$ cat src/rtl/fetch_pc_unit_if.sv
// rtl/fetch_pc_unit_if.sv - fetch unit bus: redirect, imem req/ack and IF/ID valid/ready
// Carries inst_misalign_o only when FETCH_ALIGN_CHECK_EN is defined.
interface fetch_pc_unit_if;
  logic        branch_flag_i;
  logic [31:0] branch_target_i;
  logic        imem_req_o;
  logic [31:0] imem_addr_o;
  logic        imem_ack_i;
  logic [31:0] imem_rdata_i;
  logic        inst_valid_o;
  logic [31:0] inst_o;
  logic [31:0] inst_addr_o;
  logic        inst_ready_i;
`ifdef FETCH_ALIGN_CHECK_EN
  logic        inst_misalign_o;
`endif

  modport master (
    input  branch_flag_i, branch_target_i, imem_ack_i, imem_rdata_i, inst_ready_i,
`ifdef FETCH_ALIGN_CHECK_EN
    output inst_misalign_o,
`endif
    output imem_req_o, imem_addr_o, inst_valid_o, inst_o, inst_addr_o
  );

  modport slave (
    output branch_flag_i, branch_target_i, imem_ack_i, imem_rdata_i, inst_ready_i,
`ifdef FETCH_ALIGN_CHECK_EN
    input  inst_misalign_o,
`endif
    input  imem_req_o, imem_addr_o, inst_valid_o, inst_o, inst_addr_o
  );
endinterface

$ cat src/rtl/fetch_pc_unit.sv
// rtl/fetch_pc_unit.sv - PC, imem req/ack fetch FSM and 2-entry fetch queue feeding IF/ID
// Optional redirect-misalignment flag: FETCH_ALIGN_CHECK_EN
module fetch_pc_unit #(
  parameter logic [31:0] RESET_PC    = 32'h0000_0000,
  parameter int          QUEUE_DEPTH = 2
) (
  input logic             clk,
  input logic             rst,
  fetch_pc_unit_if.master bus
);
  localparam int CNT_W = $clog2(QUEUE_DEPTH + 1);

  typedef enum logic [1:0] {S_IDLE, S_REQ, S_WAITQ, S_DROP} state_t;

  state_t           state;
  logic [31:0]      pc;
  logic [31:0]      addr_q;
  logic             req_q;
  logic [CNT_W-1:0] count;
  logic [31:0]      q_inst [QUEUE_DEPTH];
  logic [31:0]      q_addr [QUEUE_DEPTH];

  logic             push;
  logic             pop;
  logic [CNT_W-1:0] count_after;
  logic [31:0]      target;
  logic [31:0]      pc_inc;

`ifdef FETCH_ALIGN_CHECK_EN
  logic [QUEUE_DEPTH-1:0] q_mis;
  logic                   mis_pending;
`endif

  assign target      = bus.branch_target_i & 32'hFFFF_FFFC;
  assign pc_inc      = pc + 32'd4;
  assign pop         = (count != '0) && bus.inst_ready_i;
  assign push        = (state == S_REQ) && bus.imem_ack_i && !bus.branch_flag_i;
  assign count_after = count + CNT_W'(push) - CNT_W'(pop);

  assign bus.imem_req_o   = req_q;
  assign bus.imem_addr_o  = addr_q;
  assign bus.inst_valid_o = (count != '0);
  assign bus.inst_o       = q_inst[0];
  assign bus.inst_addr_o  = q_addr[0];
`ifdef FETCH_ALIGN_CHECK_EN
  assign bus.inst_misalign_o = q_mis[0];
`endif

  always_ff @(posedge clk or posedge rst) begin
    if (rst) begin
      state  <= S_IDLE;
      pc     <= RESET_PC;
      addr_q <= RESET_PC;
      req_q  <= 1'b0;
      count  <= '0;
      for (int i = 0; i < QUEUE_DEPTH; i++) begin
        q_inst[i] <= '0;
        q_addr[i] <= '0;
      end
`ifdef FETCH_ALIGN_CHECK_EN
      q_mis       <= '0;
      mis_pending <= 1'b0;
`endif
    end else if (bus.branch_flag_i) begin
      pc    <= target;
      count <= '0;
`ifdef FETCH_ALIGN_CHECK_EN
      q_mis       <= '0;
      mis_pending <= |bus.branch_target_i[1:0];
`endif
      // An unacked fetch must still complete on its old address; its data is dropped later.
      if ((state == S_REQ || state == S_DROP) && !bus.imem_ack_i) begin
        state <= S_DROP;
      end else begin
        state  <= S_REQ;
        req_q  <= 1'b1;
        addr_q <= target;
      end
    end else begin
      case ({push, pop})
        2'b10: begin
          q_inst[count[0]] <= bus.imem_rdata_i;
          q_addr[count[0]] <= addr_q;
`ifdef FETCH_ALIGN_CHECK_EN
          q_mis[count[0]] <= mis_pending;
          mis_pending     <= 1'b0;
`endif
        end
        2'b01: begin
          q_inst[0] <= q_inst[1];
          q_addr[0] <= q_addr[1];
`ifdef FETCH_ALIGN_CHECK_EN
          q_mis <= {1'b0, q_mis[1]};
`endif
        end
        2'b11: begin
          if (count == CNT_W'(1)) begin
            q_inst[0] <= bus.imem_rdata_i;
            q_addr[0] <= addr_q;
`ifdef FETCH_ALIGN_CHECK_EN
            q_mis[0] <= mis_pending;
`endif
          end else begin
            q_inst[0] <= q_inst[1];
            q_addr[0] <= q_addr[1];
            q_inst[1] <= bus.imem_rdata_i;
            q_addr[1] <= addr_q;
`ifdef FETCH_ALIGN_CHECK_EN
            q_mis <= {mis_pending, q_mis[1]};
`endif
          end
`ifdef FETCH_ALIGN_CHECK_EN
          mis_pending <= 1'b0;
`endif
        end
        default: ;
      endcase
      count <= count_after;

      case (state)
        S_IDLE: begin
          state  <= S_REQ;
          req_q  <= 1'b1;
          addr_q <= pc;
        end
        S_REQ: begin
          if (bus.imem_ack_i) begin
            pc <= pc_inc;
            // Only keep requesting while the queue can still absorb the next word.
            if (count_after <= CNT_W'(1)) begin
              addr_q <= pc_inc;
            end else begin
              state <= S_WAITQ;
              req_q <= 1'b0;
            end
          end
        end
        S_WAITQ: begin
          if (count_after < CNT_W'(QUEUE_DEPTH)) begin
            state  <= S_REQ;
            req_q  <= 1'b1;
            addr_q <= pc;
          end
        end
        S_DROP: begin
          if (bus.imem_ack_i) begin
            state  <= S_REQ;
            addr_q <= pc;
          end
        end
        default: state <= S_IDLE;
      endcase
    end
  end
endmodule

$ cat src/flat_wrapper.sv
// flat-port wrapper written by rule: the top's interface ports become plain ports
module fetch_pc_unit_flat 
#(
  parameter logic [31:0] RESET_PC    = 32'h0000_0000,
  parameter int          QUEUE_DEPTH = 2
)
  (clk, rst, bus_branch_flag_i, bus_branch_target_i, bus_imem_ack_i, bus_imem_rdata_i, bus_inst_ready_i, bus_imem_req_o, bus_imem_addr_o, bus_inst_valid_o, bus_inst_o, bus_inst_addr_o);
  fetch_pc_unit_if bus_i ();
  input logic clk;
  input logic rst;
  input wire logic [$bits(bus_i.branch_flag_i)-1:0] bus_branch_flag_i;
  input wire logic [$bits(bus_i.branch_target_i)-1:0] bus_branch_target_i;
  input wire logic [$bits(bus_i.imem_ack_i)-1:0] bus_imem_ack_i;
  input wire logic [$bits(bus_i.imem_rdata_i)-1:0] bus_imem_rdata_i;
  input wire logic [$bits(bus_i.inst_ready_i)-1:0] bus_inst_ready_i;
  output wire logic [$bits(bus_i.imem_req_o)-1:0] bus_imem_req_o;
  output wire logic [$bits(bus_i.imem_addr_o)-1:0] bus_imem_addr_o;
  output wire logic [$bits(bus_i.inst_valid_o)-1:0] bus_inst_valid_o;
  output wire logic [$bits(bus_i.inst_o)-1:0] bus_inst_o;
  output wire logic [$bits(bus_i.inst_addr_o)-1:0] bus_inst_addr_o;
  assign bus_i.branch_flag_i = bus_branch_flag_i;
  assign bus_i.branch_target_i = bus_branch_target_i;
  assign bus_i.imem_ack_i = bus_imem_ack_i;
  assign bus_i.imem_rdata_i = bus_imem_rdata_i;
  assign bus_i.inst_ready_i = bus_inst_ready_i;
  assign bus_imem_req_o = bus_i.imem_req_o;
  assign bus_imem_addr_o = bus_i.imem_addr_o;
  assign bus_inst_valid_o = bus_i.inst_valid_o;
  assign bus_inst_o = bus_i.inst_o;
  assign bus_inst_addr_o = bus_i.inst_addr_o;
  fetch_pc_unit #(.RESET_PC(RESET_PC), .QUEUE_DEPTH(QUEUE_DEPTH)) u_core (.clk(clk), .rst(rst), .bus(bus_i));
endmodule
$ cat config.mk
export PLATFORM = sky130hd
export DESIGN_NAME = fetch_pc_unit_flat
export DESIGN_NICKNAME = d
export VERILOG_FILES = /design/src/rtl/fetch_pc_unit_if.sv /design/src/rtl/fetch_pc_unit.sv /design/src/flat_wrapper.sv
export SDC_FILE = /design/constraint.sdc
export NUM_CORES = 1
export LEC_CHECK = 0
export BUFFER_PORTS_ARGS = -buffer_cell sky130_fd_sc_hd__buf_2
export CORE_MARGIN = 4
export CORE_UTILIZATION = 40
export CTS_CLUSTER_DIAMETER = 150
export DETAILED_ROUTE_END_ITERATION = 8
export PLACE_DENSITY_LB_ADDON = 0.1
export REMOVE_ABC_BUFFERS = 1
export SETUP_SLACK_MARGIN = 0.05
export SLEW_MARGIN = 20
export SYNTH_ARGS = -nofsm -noshare
export SYNTH_HDL_FRONTEND = slang
export SYNTH_SLANG_ARGS = --single-unit
$ cat constraint.sdc
create_clock -name clk -period 8.6 [get_ports clk]
set_clock_uncertainty 0.05 [all_clocks]
set_input_delay 1.72 -clock clk [delete_from_list [all_inputs] [get_ports clk]]
set_output_delay 1.72 -clock clk [all_outputs]
set_load 0.05 [all_outputs]
Word level (Yosys, flattened, before mapping)
Cells that the tools add are included.
{"block": "totals", "regBits": 197, "in_bits": 69, "out_inout_bits": 98, "word_cells": 89}
{"block": "op_classes", "addsub": 3, "magnitude_cmp": 4, "eq_ne": 14, "muxes": 36, "n_bitwise": 2, "reduce_logical": 21}
{"cell": "two-way mux 32 bit", "count": 14}
{"cell": "one-hot mux 32 bit (3 select lines)", "count": 2}
{"cell": "bitwise mux 64 bit", "count": 2}
{"cell": "one-hot mux 32 bit (2 select lines)", "count": 2}
{"cell": "one-hot mux 32 bit (4 select lines)", "count": 1}
{"cell": "adder 32 x 3 -> 32 bit (second input constant)", "count": 1}
{"cell": "demux 32 bit (select 1 bit)", "count": 1}
{"cell": "two-way mux 2 bit", "count": 7}
{"cell": "inequality test 3 bit (second input constant)", "count": 4}
{"cell": "AND reduction 5 bit", "count": 2}
{"cell": "equality test 2 bit (second input constant)", "count": 4}
{"cell": "one-hot mux 2 bit (4 select lines)", "count": 1}
{"cell": "nonzero test 2 bit", "count": 4}
{"cell": "equality test 2 x 1 -> 1 bit (second input constant)", "count": 3}
{"cell": "logical AND 1 bit", "count": 5}
{"cell": "two-way mux 1 bit", "count": 5}
{"cell": "inequality test 2 bit (second input constant)", "count": 2}
{"cell": "AND reduction 2 bit", "count": 2}
{"cell": "AND reduction 4 bit", "count": 1}
{"cell": "nonzero test 4 bit", "count": 1}
{"cell": "inequality test 3 x 2 -> 1 bit (second input constant)", "count": 1}
{"cell": "one-hot mux 1 bit (3 select lines)", "count": 1}
{"cell": "AND reduction 3 bit", "count": 1}
{"cell": "nonzero test 3 bit", "count": 1}
{"cell": "11 further kinds", "count": 12}

Depth between registers and ports, before layout
{"block": "logic_depth", "ltp_word": 10, "depth_mapped": 12}

Worst setup path before layout
Ideal clock, no wire load.
{"block": "synth_path", "path_type": "input to register", "from": "input bus_inst_ready_i", "to": "register u_core.addr_q[20] (netlist: u_core.bus.imem_addr_o[20])", "setup_time_ps": 94, "arrival_time_ps": 3469, "slack_ps": 4987, "stages": 11, "n_path_buf": 2, "path_cell_list": "nand2_1 -> inv_1 -> ha_1 -> inv_1 -> ha_1 -> xnor2_1 -> o31a_1 -> buf_2 -> buf_2 -> nor2_1 -> a211oi_1"}
{"block": "synth_between", "elab_chain_len": 5}
{"item": "from (decl)", "line": "flat_wrapper.sv:15", "text": "input wire logic [$bits(bus_i.inst_ready_i)-1:0] bus_inst_ready_i;"}
{"item": "logical AND 1 bit *", "line": "fetch_pc_unit.sv:36", "text": "assign pop = (count != '0) && bus.inst_ready_i;"}
{"item": "subtractor 2 x 1 -> 2 bit *", "line": "fetch_pc_unit.sv:38", "text": "assign count_after = count + CNT_W'(push) - CNT_W'(pop);"}
{"item": "less-or-equal comparator 2 x 1 -> 1 bit or less-than comparator 2 bit (tied branches)", "line": "fetch_pc_unit.sv:130, fetch_pc_unit.sv:139"}
{"item": "inequality test 3 bit (no line) or inequality test 3 x 2 -> 1 bit (tied branches)"}
{"item": "AND reduction 5 bit (no line) *"}
{"item": "to (signal assigned)", "line": "fetch_pc_unit.sv:124", "text": "addr_q <= pc;"}
{"item": "to (signal assigned)", "line": "fetch_pc_unit.sv:131", "text": "addr_q <= pc_inc;"}
{"item": "to (signal assigned)", "line": "fetch_pc_unit.sv:142", "text": "addr_q <= pc;"}
{"item": "to (decl)", "line": "fetch_pc_unit.sv:17", "text": "logic [31:0] addr_q;"}
Every way passes the cells marked *; elsewhere a longest branch is shown, timed or not.
A chain may end at the register's enable or synchronous reset.

Worst setup path after layout
{"block": "layout_path", "from": "input bus_branch_flag_i", "to": "register u_core.addr_q[26] (netlist: u_core.bus.imem_addr_o[26])"}
{"block": "layout_between", "elab_chain_len": 7}
{"item": "from (decl)", "line": "flat_wrapper.sv:11", "text": "input wire logic [$bits(bus_i.branch_flag_i)-1:0] bus_branch_flag_i;"}
{"item": "zero test 1 bit", "line": "fetch_pc_unit.sv:37", "text": "assign push = (state == S_REQ) && bus.imem_ack_i && !bus.branch_flag_i;"}
{"item": "logical AND 1 bit", "line": "fetch_pc_unit.sv:37"}
{"item": "adder 2 x 1 -> 2 bit", "line": "fetch_pc_unit.sv:38"}
{"item": "subtractor 2 x 1 -> 2 bit", "line": "fetch_pc_unit.sv:38"}
{"item": "less-or-equal comparator 2 x 1 -> 1 bit or less-than comparator 2 bit (tied branches)", "line": "fetch_pc_unit.sv:130, fetch_pc_unit.sv:139"}
{"item": "inequality test 3 bit (no line) or inequality test 3 x 2 -> 1 bit (tied branches)"}
{"item": "AND reduction 5 bit (no line)"}
Several ways; a longest one is shown, not always the timed one.

==> impl_metrics.prom <==
# TYPE chip_impl_metric gauge
chip_impl_metric{name="power.share.switching",unit="%"} 45.2
chip_impl_metric{name="fin_crit_sh",unit="%"} 51.3
chip_impl_info{name="synthTopCellsByCount",value="sky130_fd_sc_hd__dfrtp_1, sky130_fd_sc_hd__mux2_2, sky130_fd_sc_hd__nor2b_1, sky130_fd_sc_hd__buf_4, sky130_fd_sc_hd__a221o_1"} 1
chip_impl_metric{name="tightestPinTransition",unit="ns"} 1.06
chip_impl_metric{name="design.die.area",unit="um2"} 26800
chip_impl_metric{name="ys_async_sr_fraction",unit="%"} 100
chip_impl_metric{name="cell_pwr_density",unit="nW/um2"} 372
chip_impl_info{name="yosys.cell_count.top_type",value="sky130_fd_sc_hd__dfrtp_1"} 1
chip_impl_metric{name="min_delay_path_depth",unit=""} 1
chip_impl_metric{name="share_seq_of_total_power",unit="%"} 36.9
chip_impl_info{name="dominantRegCellSynth",value="sky130_fd_sc_hd__dfrtp_1"} 1
chip_impl_metric{name="global_route.usage.total",unit="%"} 18.0
chip_impl_metric{name="power.share.clock",unit="%"} 19.2
chip_impl_metric{name="floorplan.core_area",unit="um2"} 23700
chip_impl_metric{name="routedWlPerCell",unit="um"} 18.7
chip_impl_metric{name="timing.final.max_slew_violations",unit=""} 0
chip_impl_metric{name="design.final.nets",unit=""} 1018
chip_impl_metric{name="crit_path_dat",unit="ns"} 4.62
chip_impl_metric{name="count_of_synthesis_stage_warnings_from_yosys",unit=""} 0
chip_impl_metric{name="leakage",unit="nW"} 4.88
chip_impl_metric{name="synth-edff-count",unit=""} 0
chip_impl_metric{name="number_of_unique_standard_cell_types_used_by_synthesis",unit=""} 56
chip_impl_metric{name="total_via_count_after_detailed_routing",unit=""} 6824
chip_impl_metric{name="number_of_antenna_violations_at_the_first_check_in_global_routing",unit=""} 1
chip_impl_metric{name="clk_transition_reported_paths",unit="ns"} 0.08
chip_impl_metric{name="grt_overflow",unit=""} 0
chip_impl_metric{name="clock_path_buffers",unit=""} 2
chip_impl_info{name="cpMaxStageDelayCell",value="sky130_fd_sc_hd__nor2_1"} 1
chip_impl_metric{name="postSynthAreaPerCell",unit="um2"} 11.1
chip_impl_metric{name="report.final.setup_viol",unit=""} 0
chip_impl_metric{name="layout.filler_cells",unit=""} 2289
chip_impl_metric{name="cts-buffers-inserted",unit=""} 17
chip_impl_metric{name="floorplan.initialDensity",unit="%"} 41.0
chip_impl_info{name="critPathTopFamily",value="simple AND/OR/NAND/NOR gates"} 1
chip_impl_metric{name="p_int",unit="mW"} 2.21
chip_impl_metric{name="area_used_by_multi_input_combinational_logic",unit="um2"} 4100
chip_impl_info{name="cts_tree",value="done"} 1
chip_impl_metric{name="ys_seq_area_share",unit="%"} 49.5
chip_impl_metric{name="comb_power_share",unit="%"} 43.9
chip_impl_metric{name="syn-instance-count",unit=""} 875
chip_impl_metric{name="tns",unit="ns"} 0
chip_impl_metric{name="timing.critical_path.required",unit="ns"} 8.81
chip_impl_metric{name="rr_worst_depth",unit=""} 10
chip_impl_info{name="clock_tree.root_cell",value="sky130_fd_sc_hd__clkbuf_16"} 1
chip_impl_info{name="crit_path_end_kind",value="flip-flop"} 1
chip_impl_metric{name="crit_cells",unit=""} 9
chip_impl_metric{name="first_iter_violations",unit=""} 459
chip_impl_metric{name="first_global_vias",unit=""} 6897
chip_impl_metric{name="hold_violations",unit=""} 0
chip_impl_metric{name="chipWidth",unit="um"} 164
chip_impl_info{name="crit_path_start_kind",value="primary input"} 1
chip_impl_info{name="worstHoldPathType",value="reg -> reg"} 1
chip_impl_metric{name="post-layout-total-power",unit="mW"} 4.04
chip_impl_metric{name="clock_insertion_delay_at_the_later_pin_of_the_skew_report",unit="ns"} 0.43
chip_impl_metric{name="dp_hpwl",unit="mm"} 15.2
chip_impl_metric{name="grt_max_degree",unit=""} 120
chip_impl_info{name="biggest_area_consumer_among_synthesized_cells",value="sky130_fd_sc_hd__dfrtp_1"} 1
chip_impl_metric{name="cp_max_fo",unit=""} 40
chip_impl_metric{name="drive_gt1_share",unit="%"} 31.7
chip_impl_metric{name="global_route_wire_length_before_repair",unit="mm"} 38.4
chip_impl_metric{name="finalWirelength",unit="mm"} 23.9
chip_impl_metric{name="drt-vias-per-instance",unit=""} 5.34
chip_impl_metric{name="io_pins",unit=""} 167
chip_impl_metric{name="h-tree-depth",unit=""} 4
chip_impl_metric{name="placement_rows",unit=""} 56
chip_impl_metric{name="power.switching",unit="mW"} 1.83
chip_impl_info{name="unrepaired_setup_endpoints_after_global_routing",value="no"} 1
chip_impl_metric{name="cts_post_setup_buffers_inserted",unit=""} 0
chip_impl_info{name="crit_path_cell_trace",value="buf_2, nor3b_1, nand2_1, inv_1, ha_1, xnor2_1, o31ai_4, nor2_1, a211oi_1"} 1
chip_impl_metric{name="firstDrtPassIters",unit=""} 4
chip_impl_metric{name="maxClockFrequency",unit="GHz"} 0.227
chip_impl_metric{name="fp.dieH",unit="um"} 164
chip_impl_metric{name="post-route-min-period",unit="ns"} 4.41
chip_impl_metric{name="place.gp.congestion",unit=""} 0.775
chip_impl_metric{name="drc_errors",unit=""} 0
chip_impl_metric{name="max_cap_violations",unit=""} 0
chip_impl_metric{name="placement.io_buffers",unit=""} 164
chip_impl_metric{name="ys_ff_latch",unit=""} 192
chip_impl_metric{name="post_cts_hold_fix_bufs",unit=""} 0
chip_impl_info{name="run_status",value="finished clean"} 1
chip_impl_info{name="critical_path_type",value="in -> reg"} 1
chip_impl_metric{name="dpl.cell_count",unit=""} 1244
chip_impl_metric{name="remaining_max_slew_budget_at_the_tightest_pin",unit="%"} 29.0
chip_impl_metric{name="seq_area",unit="um2"} 4800
chip_impl_metric{name="ir_drop",unit="uV"} 189
chip_impl_info{name="yosys-top-cells-area",value="sky130_fd_sc_hd__dfrtp_1, sky130_fd_sc_hd__mux2_2, sky130_fd_sc_hd__a221o_1"} 1
chip_impl_metric{name="post_layout_nonfiller_instances",unit=""} 1278
chip_impl_metric{name="synthesis.area",unit="um2"} 9700
chip_impl_metric{name="worst_path_largest_cell_delay",unit="ns"} 0.75
chip_impl_metric{name="netlist.area_leader.share",unit="%"} 49.5
chip_impl_metric{name="drtAntennaViolNets",unit=""} 0
chip_impl_metric{name="cp_num_buf_inv",unit=""} 2
chip_impl_metric{name="flow.area_growth_from_synthesis",unit="%"} 11.9
chip_impl_metric{name="cts_num_sinks",unit=""} 192
chip_impl_metric{name="postCtsResizedCells",unit=""} 0
## state kept, by name, summed over array words and instances, names as in the netlist, 2 cells and up
register	count
u_core.bus.imem_addr_o	31
u_core.q_inst	32
u_core.pc	30
u_core.state	2
u_core.q_addr	31
u_core.bus.inst_o	32
u_core.count	2
u_core.bus.inst_addr_o	31
## power by group through the flow
stage	combinational (mW)	sequential [mW]	clock (mW)
global placement	1.78	1.50	0
detailed placement	1.79	1.50	0
floorplan	0.695	2.12	0
finish	1.77	1.49	0.775
CTS	1.79	1.49	0.798
global route	1.90	1.54	0.838
## layout make-up
cell class                      count  share of cell area (%)
Multi-Input combinational cell    546                    37.7
Clock inverter                     14                    1.31
Sequential cell                   192                    44.2
Inverter                           12                   0.484
Timing Repair Buffer              176                    8.57
Clock buffer                       18                    3.95
Tap cell                          319                    3.68
Antenna cell                        1                  0.0230
## cells in the final DEF (no fill, tap or decap), types with 6 or more instances in the layout
cell                          n
sky130_fd_sc_hd__dfrtp_1    192
sky130_fd_sc_hd__buf_2      164
sky130_fd_sc_hd__mux2_2      79
sky130_fd_sc_hd__nor2b_1     67
sky130_fd_sc_hd__a221o_1     62
sky130_fd_sc_hd__nor2_1      48
sky130_fd_sc_hd__nand2_1     42
sky130_fd_sc_hd__xor2_1      25
sky130_fd_sc_hd__o21ai_0     24
sky130_fd_sc_hd__nor3_1      23
sky130_fd_sc_hd__xnor2_1     23
sky130_fd_sc_hd__nand3_1     22
sky130_fd_sc_hd__a21oi_1     18
sky130_fd_sc_hd__clkbuf_16   17
sky130_fd_sc_hd__nand4_1     15
sky130_fd_sc_hd__buf_4       11
sky130_fd_sc_hd__inv_1       10
sky130_fd_sc_hd__a211oi_1     9
sky130_fd_sc_hd__mux2i_1      6
## per-stage QoR
step | hold WS, ns | area, um2 | util, % | setup slack, ns
2_1_floorplan | 0.426 | 8930 | - | 1.60
3_3_place_gp | 0.432 | 10300 | 43.3 | 3.70
3_5_place_dp | 0.439 | 10300 | 43.3 | 3.74
4_1_cts | 0.454 | 10800 | 45.7 | 4.19
5_1_grt | 0.471 | 10900 | 45.9 | 3.89
6_report | 0.452 | 10900 | 45.9 | 4.19
## routing by layer
metal / vias to the layer above / part of all wire (%) / track usage, %
met5: - / 0 / 0
met4: 0 / 1.9 / 5.38
met3: 27 / 5.2 / 3.14
met2: 189 / 44 / 27.5
met1: 3401 / 48 / 26.4
li1: 3207 / - / -
## kinds of logic after synthesis
group / count (synthesis) / synth area share [%]
and+or+nand+nor: 264 / 15.3
adders and majority gates: 4 / 0.516
buffers and inverters: 137 / 8.40
DFF: 192 / 49.5
xor gates and xnor gates: 48 / 4.33
muxes: 85 / 9.79
AOI/OAI and AO/OA: 145 / 12.1
## worst reg2reg max path: stages (launching register included)
cell	delay, ns
sky130_fd_sc_hd__dfrtp_1	0.46
sky130_fd_sc_hd__or2_1	0.27
sky130_fd_sc_hd__nand2_1	0.16
sky130_fd_sc_hd__inv_1	0.06
sky130_fd_sc_hd__ha_1	0.26
sky130_fd_sc_hd__inv_1	0.04
sky130_fd_sc_hd__ha_1	0.18
sky130_fd_sc_hd__xnor2_1	0.39
sky130_fd_sc_hd__o31ai_4	0.11
sky130_fd_sc_hd__nor2_1	0.75
sky130_fd_sc_hd__a211oi_1	0.18
## worst paths after layout
path | startpoint | slack (ns) | end
worst max-delay path | bus_branch_flag_i | 4.19 | u_core.bus.imem_addr_o[26]
worst min-delay path | u_core.q_inst[11] | 0.45 | u_core.bus.inst_o[11]
worst max register to register | u_core.count[1] | 5.54 | u_core.bus.imem_addr_o[26]
worst min register to register | u_core.q_inst[11] | 0.45 | u_core.bus.inst_o[11]
max in group asynchronous | rst | 5.83 | u_core.pc[6]
min in group asynchronous | rst | 1.39 | u_core.bus.inst_o[11]
No activity file was read; power rests on OpenSTA's default activity.
